File: src/rtl/guvm_icache_responder.sv
// Instruction-side responder: queues driver-supplied words and answers core
// fetches from the FIFO head (NOP when empty) after a fixed number of stall cycles.
module guvm_icache_responder #(
  parameter int          DEPTH       = 16,
  parameter int          WAIT_STATES = 0,
  parameter logic [31:0] NOP_INST    = 32'h01000000
) (
  input  logic                     clk,
  input  logic                     rst,
  input  logic                     wr_valid,
  input  logic [31:0]              wr_inst,
  output logic                     wr_ready,
  input  logic                     fetch_req,
  input  logic [31:0]              fetch_addr,
  input  logic                     flush,
  output logic [31:0]              ic_data,
  output logic                     ic_hold,
  output logic                     resp_valid,
  output logic [31:0]              resp_addr,
  output logic [$clog2(DEPTH):0]   fifo_count,
  output logic [15:0]              nop_count
);
  localparam int           AW       = $clog2(DEPTH);
  localparam logic [AW:0]  FULL_CNT = (AW+1)'(DEPTH);
  localparam logic [3:0]   WS_L     = 4'(WAIT_STATES);

  typedef enum logic [1:0] {IDLE, WAIT, RESP} state_t;

  state_t        state_q, state_d;
  logic [3:0]    cnt_q, cnt_d;
  logic [31:0]   addr_q, addr_d;
  logic [AW:0]   wr_ptr_q, rd_ptr_q;
  logic [31:0]   mem_q [DEPTH];
  logic          issue, empty, full, pop, push;

  // Pointers carry one extra bit so full and empty are distinguishable.
  assign fifo_count = wr_ptr_q - rd_ptr_q;
  assign empty      = (wr_ptr_q == rd_ptr_q);
  assign full       = (fifo_count == FULL_CNT);
  assign wr_ready   = ~full;
  assign pop        = issue & ~empty;
  // A pop frees a slot in the same cycle, so a full FIFO still takes a word then.
  assign push       = wr_valid & (~full | pop) & ~flush;

  always_comb begin
    state_d = state_q;
    cnt_d   = cnt_q;
    addr_d  = addr_q;
    issue   = 1'b0;
    case (state_q)
      WAIT: begin
        if (cnt_q == 4'd1) begin
          state_d = RESP;
          issue   = 1'b1;
        end else begin
          cnt_d = cnt_q - 4'd1;
        end
      end
      default: begin
        if (fetch_req) begin
          addr_d = fetch_addr;
          if (WAIT_STATES == 0) begin
            state_d = RESP;
            issue   = 1'b1;
          end else begin
            state_d = WAIT;
            cnt_d   = WS_L;
          end
        end else begin
          state_d = IDLE;
        end
      end
    endcase
    if (flush) begin
      state_d = IDLE;
      cnt_d   = 4'd0;
      issue   = 1'b0;
    end
  end

  always_ff @(posedge clk) begin
    if (rst) begin
      state_q    <= IDLE;
      cnt_q      <= 4'd0;
      addr_q     <= 32'd0;
      wr_ptr_q   <= '0;
      rd_ptr_q   <= '0;
      ic_data    <= NOP_INST;
      ic_hold    <= 1'b1;
      resp_valid <= 1'b0;
      resp_addr  <= 32'd0;
      nop_count  <= 16'd0;
    end else begin
      state_q    <= state_d;
      cnt_q      <= cnt_d;
      addr_q     <= addr_d;
      resp_valid <= issue;
      ic_hold    <= (state_d != WAIT);
      if (issue) begin
        ic_data   <= empty ? NOP_INST : mem_q[rd_ptr_q[AW-1:0]];
        resp_addr <= addr_d;
        if (empty && nop_count != 16'hFFFF) nop_count <= nop_count + 16'd1;
      end
      if (flush) begin
        wr_ptr_q <= '0;
        rd_ptr_q <= '0;
      end else begin
        if (push) wr_ptr_q <= wr_ptr_q + 1'b1;
        if (pop)  rd_ptr_q <= rd_ptr_q + 1'b1;
      end
    end
  end

  always_ff @(posedge clk) begin
    if (push) mem_q[wr_ptr_q[AW-1:0]] <= wr_inst;
  end

endmodule

File: config.mk
export PLATFORM = sky130hd
export DESIGN_NAME = guvm_icache_responder
export DESIGN_NICKNAME = d
export VERILOG_FILES = /design/src/rtl/guvm_icache_responder.sv
export SDC_FILE = /design/constraint.sdc
export NUM_CORES = 1
export LEC_CHECK = 0
export BUFFER_PORTS_ARGS = -buffer_cell sky130_fd_sc_hd__buf_2
export CORE_ASPECT_RATIO = 0.7
export CORE_UTILIZATION = 45
export CTS_CLUSTER_DIAMETER = 120
export DETAILED_ROUTE_END_ITERATION = 12
export PLACE_DENSITY = 0.62
export SYNTH_ARGS = -nofsm -noshare
export SYNTH_HDL_FRONTEND = slang
export SYNTH_SLANG_ARGS = --single-unit
File: constraint.sdc
create_clock -name clk -period 5.9 [get_ports clk]
set_input_delay 0.59 -clock clk [delete_from_list [all_inputs] [get_ports clk]]
set_output_delay 0.59 -clock clk [all_outputs]
set_load 0.01 [all_outputs]
Yosys cells after proc, flatten, opt, wreduce, memory -nomap -nowiden
Memories as Yosys holds them, arrays and structs flattened. A register that Yosys moved wholly into a read port is not among the register bits.
Index checks and enable logic that the tools add are counted.

storage, ports and cells
  register bits after elaboration = 130
  bits in writable memories = 512
  input bits = 69
  output and inout bits = 88
  logic and storage cells = 49
  memories kept = 1

memories
  memory  depth  width  rd ports  clocked after memory_dff  write ports  line  RTL
  mem_q   16     32     1         1                         1            33    logic [31:0] mem_q [DEPTH];

cells by class
  add/subtract/negate cells = 5
  eq/ne operators = 6
  mux-type cells = 15
  bitwise operators = 8
  reduce and logical (&&, ||, !) cells = 4

operator list
  operator                 count
  $mux W32                 3
  $add A16 B1 Y16 const B  1
  $ne A16 B16 Y1 const B   1
  $add A5 B1 Y5 const B    2
  $mux W2                  4
  $mux W4                  2
  $mux W1                  6
  $eq A5 B5 Y1             1
  $eq A5 B5 Y1 const B     1
  $sub A5 B5 Y5            1
  $eq A4 B1 Y1 const B     1
  $not A1 Y1               4
  $reduce_and A2 Y1        2
  $sub A4 B1 Y4 const B    1
  $and A1 B1 Y1            3
  $eq A2 B1 Y1 const B     1
  $ne A2 B1 Y1 const B     1
  $reduce_or A2 Y1         1
  $logic_and A1 B1 Y1      1
  $or A1 B1 Y1             1

Logic depth before layout (Yosys ltp)
Gate-level depths: netlist of the first run.

  depth after elaboration = 10
  gate-level depth with buffers = 11
  mapped depth without buffers = 10

Least setup slack after synthesis of the first run
Ideal clock, no wire load.

  kind = register to register
  start = register wr_ptr_q[0]
  end = memory mem_q[1][0] (enable)
  library setup time = 0.502 ns
  arrival = 4.896 ns
  required time = 5.398 ns
  setup slack = 0.503 ns
  cell stages (with the launch flop) = 11
  path buffers = 0
  clock period less this slack = 5.397 ns
  path through = dfxtp_1 > inv_1 > ha_1 > inv_1 > fa_1 > xor2_1 > or3_1 > a2111oi_4 > inv_2 > nor2_4 > nor4_1

on the way
  word-level cells in the longest chain between the ends = 8
  elaborated cells between the ends (all ways) = 11
  those cells by class = add/sub: 1; eq/ne: 2; mux: 2; bitwise: 6

ends and longest elaborated chain
  element                        line  RTL
  start: declaration             32    logic [AW:0] wr_ptr_q, rd_ptr_q;
  start signal: assignment       108   if (push) wr_ptr_q <= wr_ptr_q + 1'b1;
  $sub A5 B5 Y5                  37    assign fifo_count = wr_ptr_q - rd_ptr_q;
  named net fifo_count[2]        20    output logic [$clog2(DEPTH):0] fifo_count,
  $eq A5 B5 Y1                   39    assign full = (fifo_count == FULL_CNT);
  $not A1 Y1                     --
  named net wr_ready             12    output logic wr_ready,
  $or A1 B1 Y1                   43    assign push = wr_valid & (~full | pop) & ~flush;
  $and A1 B1 Y1 (2 in series)    43
  $mux W1                        115   if (push) mem_q[wr_ptr_q[AW-1:0]] <= wr_inst;
  $mux W1 (implied by the code)  115
  end: declaration               33

The timed path passes the listed nets, and every way through them passes these cells.

Worst setup path after layout of the first run
  start = register wr_ptr_q[3]
  end = memory mem_q[15][18] (enable)

on the way
  word-level cells in the longest chain between the ends = 8
  elaborated cells between the ends (all ways) = 11
  those cells by class = add/sub: 1; eq/ne: 2; mux: 2; bitwise: 6

ends and longest elaborated chain
  element                                               line
  $sub A5 B5 Y5 / $eq A5 B5 Y1 (equally long branches)  37, 38
  $eq A5 B5 Y1 / $not A1 Y1 (equally long branches)     39, 41
  $not A1 Y1 / $and A1 B1 Y1 (equally long branches)    43, 41
  $or A1 B1 Y1                                          43
  $and A1 B1 Y1 (2 in series)                           43
  $mux W1                                               115
  $mux W1 (implied by the code)                         115

Parallel ways exist; a longest one is shown, timed or not.

==> impl_summary.md, run 1 <==
Timing
The post-layout minimum cycle time is 3.83 ns. Clock skew on the completed layout was measured at 0.0204 ns. Headroom to the max-slew limit came out at 22.9%. The total negative slack is 0 ns. The number of hold violations in the final report is 0. Of the available clock period, the critical path in the final layout requires roughly 65%.

At the pin with the least slew margin, the transition time is around 1.2 ns. The worst hold margin is 0.242 ns. Based on the critical path, the design can be clocked at up to ~260 MHz. Setup repair after global routing left no endpoint under its margin. The least setup slack across all paths after layout is about 2.1 ns.

The count of final setup violators is 0. The max-slew violation total from the final report came to 0.

Clock network
The H-tree level count is 2. After clock tree synthesis, the setup repair step added 0 buffers. The number of cells upsized or downsized after cts is 0. The root buffer cell is clkbuf_16. The number of buffers added to fix hold violations after cts is 0. The later-pin clock latency in the skew report is 0.62 ns. After clock tree synthesis, the clock-pin slew on the worst setup and hold paths is around 0.070 ns. For this design, the sink count on the clock tree is 646. The clock passes through at most 3 buffers.

TritonCTS created 58 clock buffers. The TritonCTS clock tree is done.

Finish
The layout overhead on the synthesized area is 14.0%. Leaving out fill and tap cells, the most frequent cells in the layout are edfxtp_1 (512), buf_2 (156), dfxtp_1 (130), mux4_1 (86), nor2_1 (84). The number of nets in the layout is roughly 1500. The area of all sequential standard cells is 18100 um2.

The most common library cell in the layout ignoring fill and taps is edfxtp_1. For this run, the number of standard cells in the final layout without fillers is 2200. The total of fill cells in the finished design is 4231. The multi-input combinational cells in the finished layout cover a total of 6460 um2. The share of cells above drive strength 1 is 25.9%. Measured on the finished design, the core utilization comes to 52.4%. The final instance area is approximately 28000 um2.

Worst setup path
The startpoint identified for the worst register-to-register timing path is wr_ptr_q[3]$_SDFFE_PP0P_. The signal on the critical path passes through ha_1 -> and2_1 -> nand4_1 -> buf_4 -> nand3_1 -> a211oi_4 -> buf_4. The number of buffer and inverter instances along the worst setup path is 2. The kind of cell with the highest combined delay along the critical path is compound AO/OA/AOI/OAI gates. STA classifies the critical path startpoint as a flop. The required time of the critical path is 6.17 ns.

Along the worst path, the maximum fanout reaches 33. The slowest stage of the critical path is the a211oi_4 cell. On the worst path, the slowest cell contributes a delay of 0.97 ns. The cell type with the highest occurrence count on the critical path is buf_4.

The critical path capture point type is a flop. Tracing the worst setup path back leads to its startpoint at wr_ptr_q[3]$_SDFFE_PP0P_. The data arrival at the endpoint of the critical path is 4.10 ns. The kind of critical path is flop to flop.

Placement
The number of input and output port buffers inserted is 156. The final RePlAce weighted congestion is around 0.83. The setup slack at placement is 2.03 ns. After legalization and detailed placement, the total HPWL measured 29900 um. The total placed cells including tap cells is 2090.

The post-place instance area is roughly 26000 um2.

Routing
The count of nets left with antenna violations once routing finished came out at 0. The post-detailed-route DRC marker count is 0. Using the TritonRoute via totals, the vias-per-cell ratio works out to 5.57. The number of optimization iterations in the first detailed-route pass is 5. The count of vias placed by the detailed router is ~12000.

The number of design-rule violations left by the first detailed-router iteration is 879. The total detailed-routing wirelength is 51700 um. The routed length per instance is 23.5 um.

Pwr
Dividing total power by cell area gives a power density of 314 nW/um2. Summing internal, switching and leakage power gives 8.91 mW. The largest vdd supply drop is ~0.00021 V. The leakage power summed over all cells is about 9.4 nW.

Logic synthesis
The synthesized design spends more area on one cell type than any other, namely edfxtp_1. The share of synthesized area in the top cell type comes to 61.8%. Counting flops with a built-in enable in the synthesized netlist gives 512.

In this run the mean area of a mapped cell was 19.9 um2. The synthesized net count is 1331. The count of warnings emitted by yosys is 0.

The count of distinct cell types in the synthesized netlist is 54. Counting every instance in the synthesized netlist gives approximately 1200. For this run, the leading register cell type out of synthesis is edfxtp_1. For this run, asynchronously set or reset flops after synthesis account for 0%. The sequential fraction of the synthesis area is 72.6%. Ranked by total cell area, the synthesized netlist is headed by edfxtp_1 (62%), dfxtp_1 (11%), mux4_1 (9.1%). The post-synth design cell area is 24900 um2.

The flop and latch count out of synthesis is 646.

Floorplan
The count of boundary I/O pins is 157. In this run the vertical extent of the chip is 199 um. The die covers between 50000 and 60000 um2. The floorplan has 71 rows.

The effective utilization at floorplan is between 40% and 50%. In this run the standard cell core region covers 54100 um2. The floorplan die width is 283 um.

Global routing
Global routing finished with a remaining overflow of 0. In the global route stage, overall resource usage came out at between 10% and 20%. The first global-routing pass estimated 77800 um of wire. The number of global-route vias before repair is 12261. The largest net degree at the start of global routing is between 90 and 100.

The number of antenna violations at the first check in global routing is 2.

Hold path
The worst hold path begins at fetch_addr[13]. The path class of the lowest-slack min-delay path is primary input to flop.

Status
The run finished with clean final reports.

Job
The max-cap violation count is 0.
## cells by family (layout without fill, tap and decap cells)
family	count (synthesis)	in the layout	synth area share, %
and+or+nand+nor	191	191	3.76
buffers and inverters	87	307	1.86
AOI/OAI and AO/OA	102	102	3.29
adders and majority gates	13	13	0.684
xor gates and xnor gates	9	9	0.317
muxes	201	201	17.5
DFF	646	646	72.6
other	0	1	0
## power breakdown
group | total [mW] | internal [mW] | switching, mW
Clock | 3.66 | 2.02 | 1.64
Sequential | 4.97 | 4.95 | 0.0175
Combinational | 0.281 | 0.0978 | 0.183
Total | 8.91 | 7.07 | 1.84
## layer usage
metal	track usage, %	routed length, um
met1	28.0	25000
met2	27.7	23100
met3	3.54	2730
met4	4.59	803
met5	0	0
## final timing paths
kind	endpoint	slack, ns	cells after the start
max	mem_q[15][18]$_DFFE_PP_	2.07	7
min reg2reg	ic_data[20]$_SDFFE_PP0P_	0.46	1
max reg2reg	mem_q[15][18]$_DFFE_PP_	2.07	7
min	addr_q[13]$_SDFF_PP0_	0.24	3
## sequential cells by signal, summed over array words and instances, names as in the netlist, named ones only
name / flops
addr_q: 32
wr_ptr_q: 5
cnt_q: 4
state_q: 2
nop_count: 16
ic_data: 32
mem_q: 512
resp_valid: 1
resp_addr: 32
rd_ptr_q: 5
ic_hold: 1
## layout make-up
type / instances / area share (%)
flip-flops and latches: 646 / 63.7
multi-input cells: 516 / 22.8
clock buffers: 75 / 5.71
repair buffers: 183 / 3.51
well taps: 730 / 3.22
clock inverters: 34 / 0.803
inverters: 15 / 0.199
diodes: 1 / 0.00883
## worst reg2reg max path, stage by stage (launching register included)
cell and delay [ns]:
dfxtp_1 0.60, ha_1 0.36, and2_1 0.20, nand4_1 0.09, buf_4 0.44, nand3_1 0.33, a211oi_4 0.97, buf_4 0.47
## synth_stat cells (3+ instances only)
master / instances
edfxtp_1: 512
dfxtp_1: 134
nor2_1: 87
mux4_1: 86
mux4_2: 74
clkbuf_1: 44
mux2i_1: 36
a211oi_1: 35
a32o_1: 31
nand2_1: 26
nor3_1: 16
a21oi_1: 15
inv_1: 14
buf_6: 12
ha_1: 12
nand3_1: 10
buf_1: 8
nor4_1: 7
o31ai_1: 7
or4_1: 7
nand4_1: 6
nor2b_1: 6
xnor2_1: 6
buf_2: 5
mux2_2: 5
o21ai_0: 5
or3_1: 5
a21o_1: 3
and2_1: 3
xor2_1: 3
No activity file was read; power rests on OpenSTA's default activity.
==> run 2, diff against run 1 <==
--- a/config.mk
+++ b/config.mk
@@ -5,6 +5,7 @@
 export SDC_FILE = /design/constraint.sdc
 export NUM_CORES = 1
 export LEC_CHECK = 0
+export ABC_AREA = 1
 export BUFFER_PORTS_ARGS = -buffer_cell sky130_fd_sc_hd__buf_2
 export CORE_ASPECT_RATIO = 0.7
 export CORE_UTILIZATION = 45
==> constraint.sdc (replaced) <==
create_clock -name clk -period 3.7 [get_ports clk]
set_input_delay 0.37 -clock clk [delete_from_list [all_inputs] [get_ports clk]]
set_output_delay 0.37 -clock clk [all_outputs]
set_load 0.01 [all_outputs]
==> run 2 against run 1 <==
Effect of this change: cell area is 5.0% higher; largest power group unchanged; sequential power is 60% higher; critical path type unchanged; core utilization hardly changed; critical endpoint is now mem_q[10][13]$_DFFE_PP_.
==> impl_summary.md, run 2 <==
Worst setup path
The highest-delay cell along the critical path is fa_1. The critical path in this run is classified as flop to flop. The required time of the critical path was 3.97 ns (-2.20 ns). The data arrival at the endpoint of the critical path came to 3.38 ns (-0.72 ns). The critical path capture point type is a flop. The highest net fanout along the worst path is 23 (-30%). By instance count, the cell type seen most on the critical path is nand2_1. Walking the worst path, the cells encountered are inv_1 -> ha_1 -> inv_1 -> fa_1 -> nand2_1 -> nand2_1 -> nand2_1 -> nand2_1 -> nand2_1 -> nor2_1 -> nand3_2 -> nand2_1 -> nor2_2 -> nand2_1 -> nor2_4 -> buf_4. The register-to-register path setup slack came to 0.59 ns (-1.49 ns). The kind of launch point of the worst setup path is a flop. The delay of the slowest cell on the worst path is 0.41 ns (-0.56 ns).

Finish
The utilization after layout is 52.4% (about the same). The number of flip-flops in the largest register is 512 (unchanged). The library cell used most frequently in the layout, excluding fill and tap cells, is edfxtp_1. The share of cells above drive strength 1 came to 16.2% (-9.8 points). Compared with the post-synthesis result, the final layout area differs by 14.9%. Leaving out fill and tap cells, the most frequent cells in the layout are edfxtp_1 (512), nor2_1 (433), o21ai_0 (211), nand2_1 (170), buf_2 (155). The number of nets in the layout is 2437 (+62%). The number of antenna repair diodes is 0 (-1).

The total of fill cells in the finished design is 4833 (+14%).

Floorplan
The row count is 73 (+2.8%). The floorplan die width was 289 um (+2.0%). The count of boundary I/O pins is 157 (unchanged). The effective utilization at floorplan is 45.6% (-0.37 points).

The area inside the core boundary is 56800 um2 (+5.0%). The floorplan die height is 203 um (+2.0%). The overall die area is 58500 um2 (+4.1%).

Clock network
The number of sinks on the clock net is 646 (unchanged). Clock tree synthesis selected as its root buffer the cell clkbuf_16. The H-tree level count is 2 (unchanged). The later-pin clock latency in the skew report was 0.62 ns (about the same). The TritonCTS clock tree is done. The TritonCTS buffer count was 61 (+5.2%). The clock transition at the registers of the reported paths is 0.07 ns (about the same). The number of setup buffers added after CTS is 0 (unchanged). The maximum clock path buffer count is 3 (unchanged).

Timing
The number of hold violations in the final report is 0 (unchanged). The share of the clock period used by the worst path is 84.1% (+19 points). The post-layout minimum cycle time is 3.11 ns (-0.715 ns). The count of final setup violators came to 0 (unchanged). The worst slew margin relative to its limit is 30.6% (+7.8 points). The post-route clock skew is 0.0234 ns (+0.00298 ns). The worst-margin pin slew is 1.04 ns (-0.118 ns).

The maximum frequency from static timing analysis is 321 MHz (+23%). Setup repair after global routing left no endpoint under its margin. The total negative slack is 0 ns (unchanged).

The max-slew violation total from the final report is 0 (unchanged).

Logic synthesis
In the post-synthesis netlist, the cell with the most instances is edfxtp_1. The proportion of netlist area held by the largest area contributor is 59.4% (-2.5 points). The synthesized net count is 2292 (+72%). The count of warnings emitted by yosys is 0 (unchanged).

The post-synth design cell area is 25900 um2 (+4.2%). The number of synthesized flops with an enable pin is 512 (unchanged). The number of instances in the synthesized netlist is 2210 (+77%).

Ranked by instance count, the synthesized netlist is headed by edfxtp_1 (512), nor2_1 (448), o21ai_0 (211). The share of synthesized flip-flops with an asynchronous set or reset was 0% (unchanged). The mean area per synthesized cell is 11.7 um2 (-41%). The count of distinct cell types in the synthesized netlist was 36 (-33%). After synthesis, the cell types taking the most area are edfxtp_1 (59%), dfxtp_1 (10%), nor2_1 (6.5%).

The dominant cell type by area after synthesis is edfxtp_1. The flop and latch count out of synthesis is 646 (unchanged). The most common flop cell mapped by yosys is edfxtp_1.

The sequential fraction of the synthesis area came to 69.7% (-2.9 points).

Global routing
The met2 usage is 31.8% (+4.2 points). The fraction of met1 tracks used by global routing is 32.2% (+4.2 points). The remaining global-route overflow is 0 (unchanged).

The wire length of the first global-routing pass is 95800 um (+23%). The global-route usage over all layers is 21.1% (+2.6 points). The number of global-route vias before repair is 16189 (+32%). met1 is the most crowded layer. The met3 track demand over resource came to 3.22% (-0.32 points). The largest net degree at the start of global routing was 148 (+57%). The number of antenna violations at the first check in global routing is 0 (-2).

Routing
The count of vias placed by the detailed router is 16989 (+39%). The total detailed-routing wirelength is 61800 um (+20%). The count of nets left with antenna violations after detail routing came to 0 (unchanged). The routed length per instance is 19.6 um (-17%). The via density per instance is 5.38 (-3.4%).

The number of optimization iterations in the first detailed-route pass is 8 (+3). The number of design-rule violations left by the first detailed-router iteration came to 1518 (+73%). The post-detailed-route DRC marker count is 0 (unchanged).

Pwr
The power density normalized to cell area is 500 nW/um2 (+59%). The largest vdd supply drop is 0.000373 V (+74%). The total power of the final layout is 14.9 mW (+67%). The leakage power summed over all cells is 10.5 nW (+12%).

Hold path
The path class of the lowest-slack min-delay path is primary input to flop.

Placement
The placed wire-length estimate after detailed placement is 35400 um (+19%). The number of input and output port buffers inserted is 156 (unchanged). The final RePlAce weighted congestion is 0.853 (+3.4%).

Status
The flow ran to the end, and the final reports show no timing, DRC or antenna violations.

Job
The max-cap violation count is 0 (unchanged).
==> run 2: cell count changes after synthesis, sizes merged, moves of 18 or more <==
cell / previous run / this run
a211oi: 35 / 0
a21oi: 16 / 141
nand2: 26 / 173
o21ai: 5 / 266
mux4: 160 / 0
nand3: 10 / 116
inv: 15 / 106
buf: 28 / 74
nor2: 88 / 450
a32o: 31 / 0
o211ai: 1 / 97
clkbuf: 44 / 62
==> run 2: worst max-delay path: cells and delay by family (launching register included) <==
| kind | cells | cell delay, ns |
|---|---|---|
| and+or+nand+nor | 11 | 1.24 |
| buffers and inverters | 3 | 0.60 |
| adders and majority gates | 2 | 0.58 |
| DFF | 1 | 0.34 |
==> run 2: area by class of cell <==
type / instances / area (um2) / area share, %
multi-input cells: 1322 / 6820 / 22.9
inverters: 106 / 403 / 1.35
clock buffers: 82 / 1680 / 5.64
well taps: 750 / 938 / 3.15
flip-flops and latches: 646 / 18100 / 60.7
clock inverters: 31 / 344 / 1.16
repair buffers: 218 / 1510 / 5.07
==> run 2: path summary, 6_finish.rpt <==
check	startpoint	cells after the start	to
setup / recovery	wr_ptr_q[0]$_SDFFE_PP0P_	16	mem_q[10][13]$_DFFE_PP_
hold / removal	fetch_addr[27]	3	addr_q[27]$_SDFF_PP0_
setup reg to reg	wr_ptr_q[0]$_SDFFE_PP0P_	16	mem_q[10][13]$_DFFE_PP_
hold reg to reg	ic_data[6]$_SDFFE_PP0P_	2	ic_data[6]$_SDFFE_PP0P_
==> run 2: logic make-up after synthesis <==
group,synth area share (%)
AND/OR/NAND/NOR,11.8
buffers and inverters,4.40
XOR/XNOR,0.406
AO/OA/AOI/OAI,11.7
adder cells (fa/ha/maj),0.657
multiplexers,1.24
flip-flops,69.7
==> run 2: metrics by stage <==
stage / hold slack (ns) / cell area, um2 / worst slack [ns] / std cells
global route: 0.0229 / 29800 / 0.317 / 3155
detailed placement: 0.456 / 27500 / 0.585 / 3018
CTS: 0.00172 / 29800 / 0.578 / 3155
global placement: 0.456 / 27500 / 0.650 / 3018
floorplan: 0.443 / 25900 / 0.130 / 2210
finish: 0.0313 / 29800 / 0.587 / 3155
==> run 2: per-layer routing <==
layer	vias up	wire [um]
li1	8077	-
met1	8333	29100
met2	503	28100
met3	76	3640
met4	0	971
met5	-	0
==> run 2: where the power goes <==
part	internal (mW)	total [mW]	switching [mW]
Combinational	0.185	0.595	0.410
Clock	3.67	6.35	2.68
Sequential	7.90	7.93	0.0301
Total	11.7	14.9	3.12
==> run 2: repair_timing <==
action	4_1_cts	5_1_grt
resized for setup	0	0
endpoints found under the hold margin	24	0
hold buffers	24	0
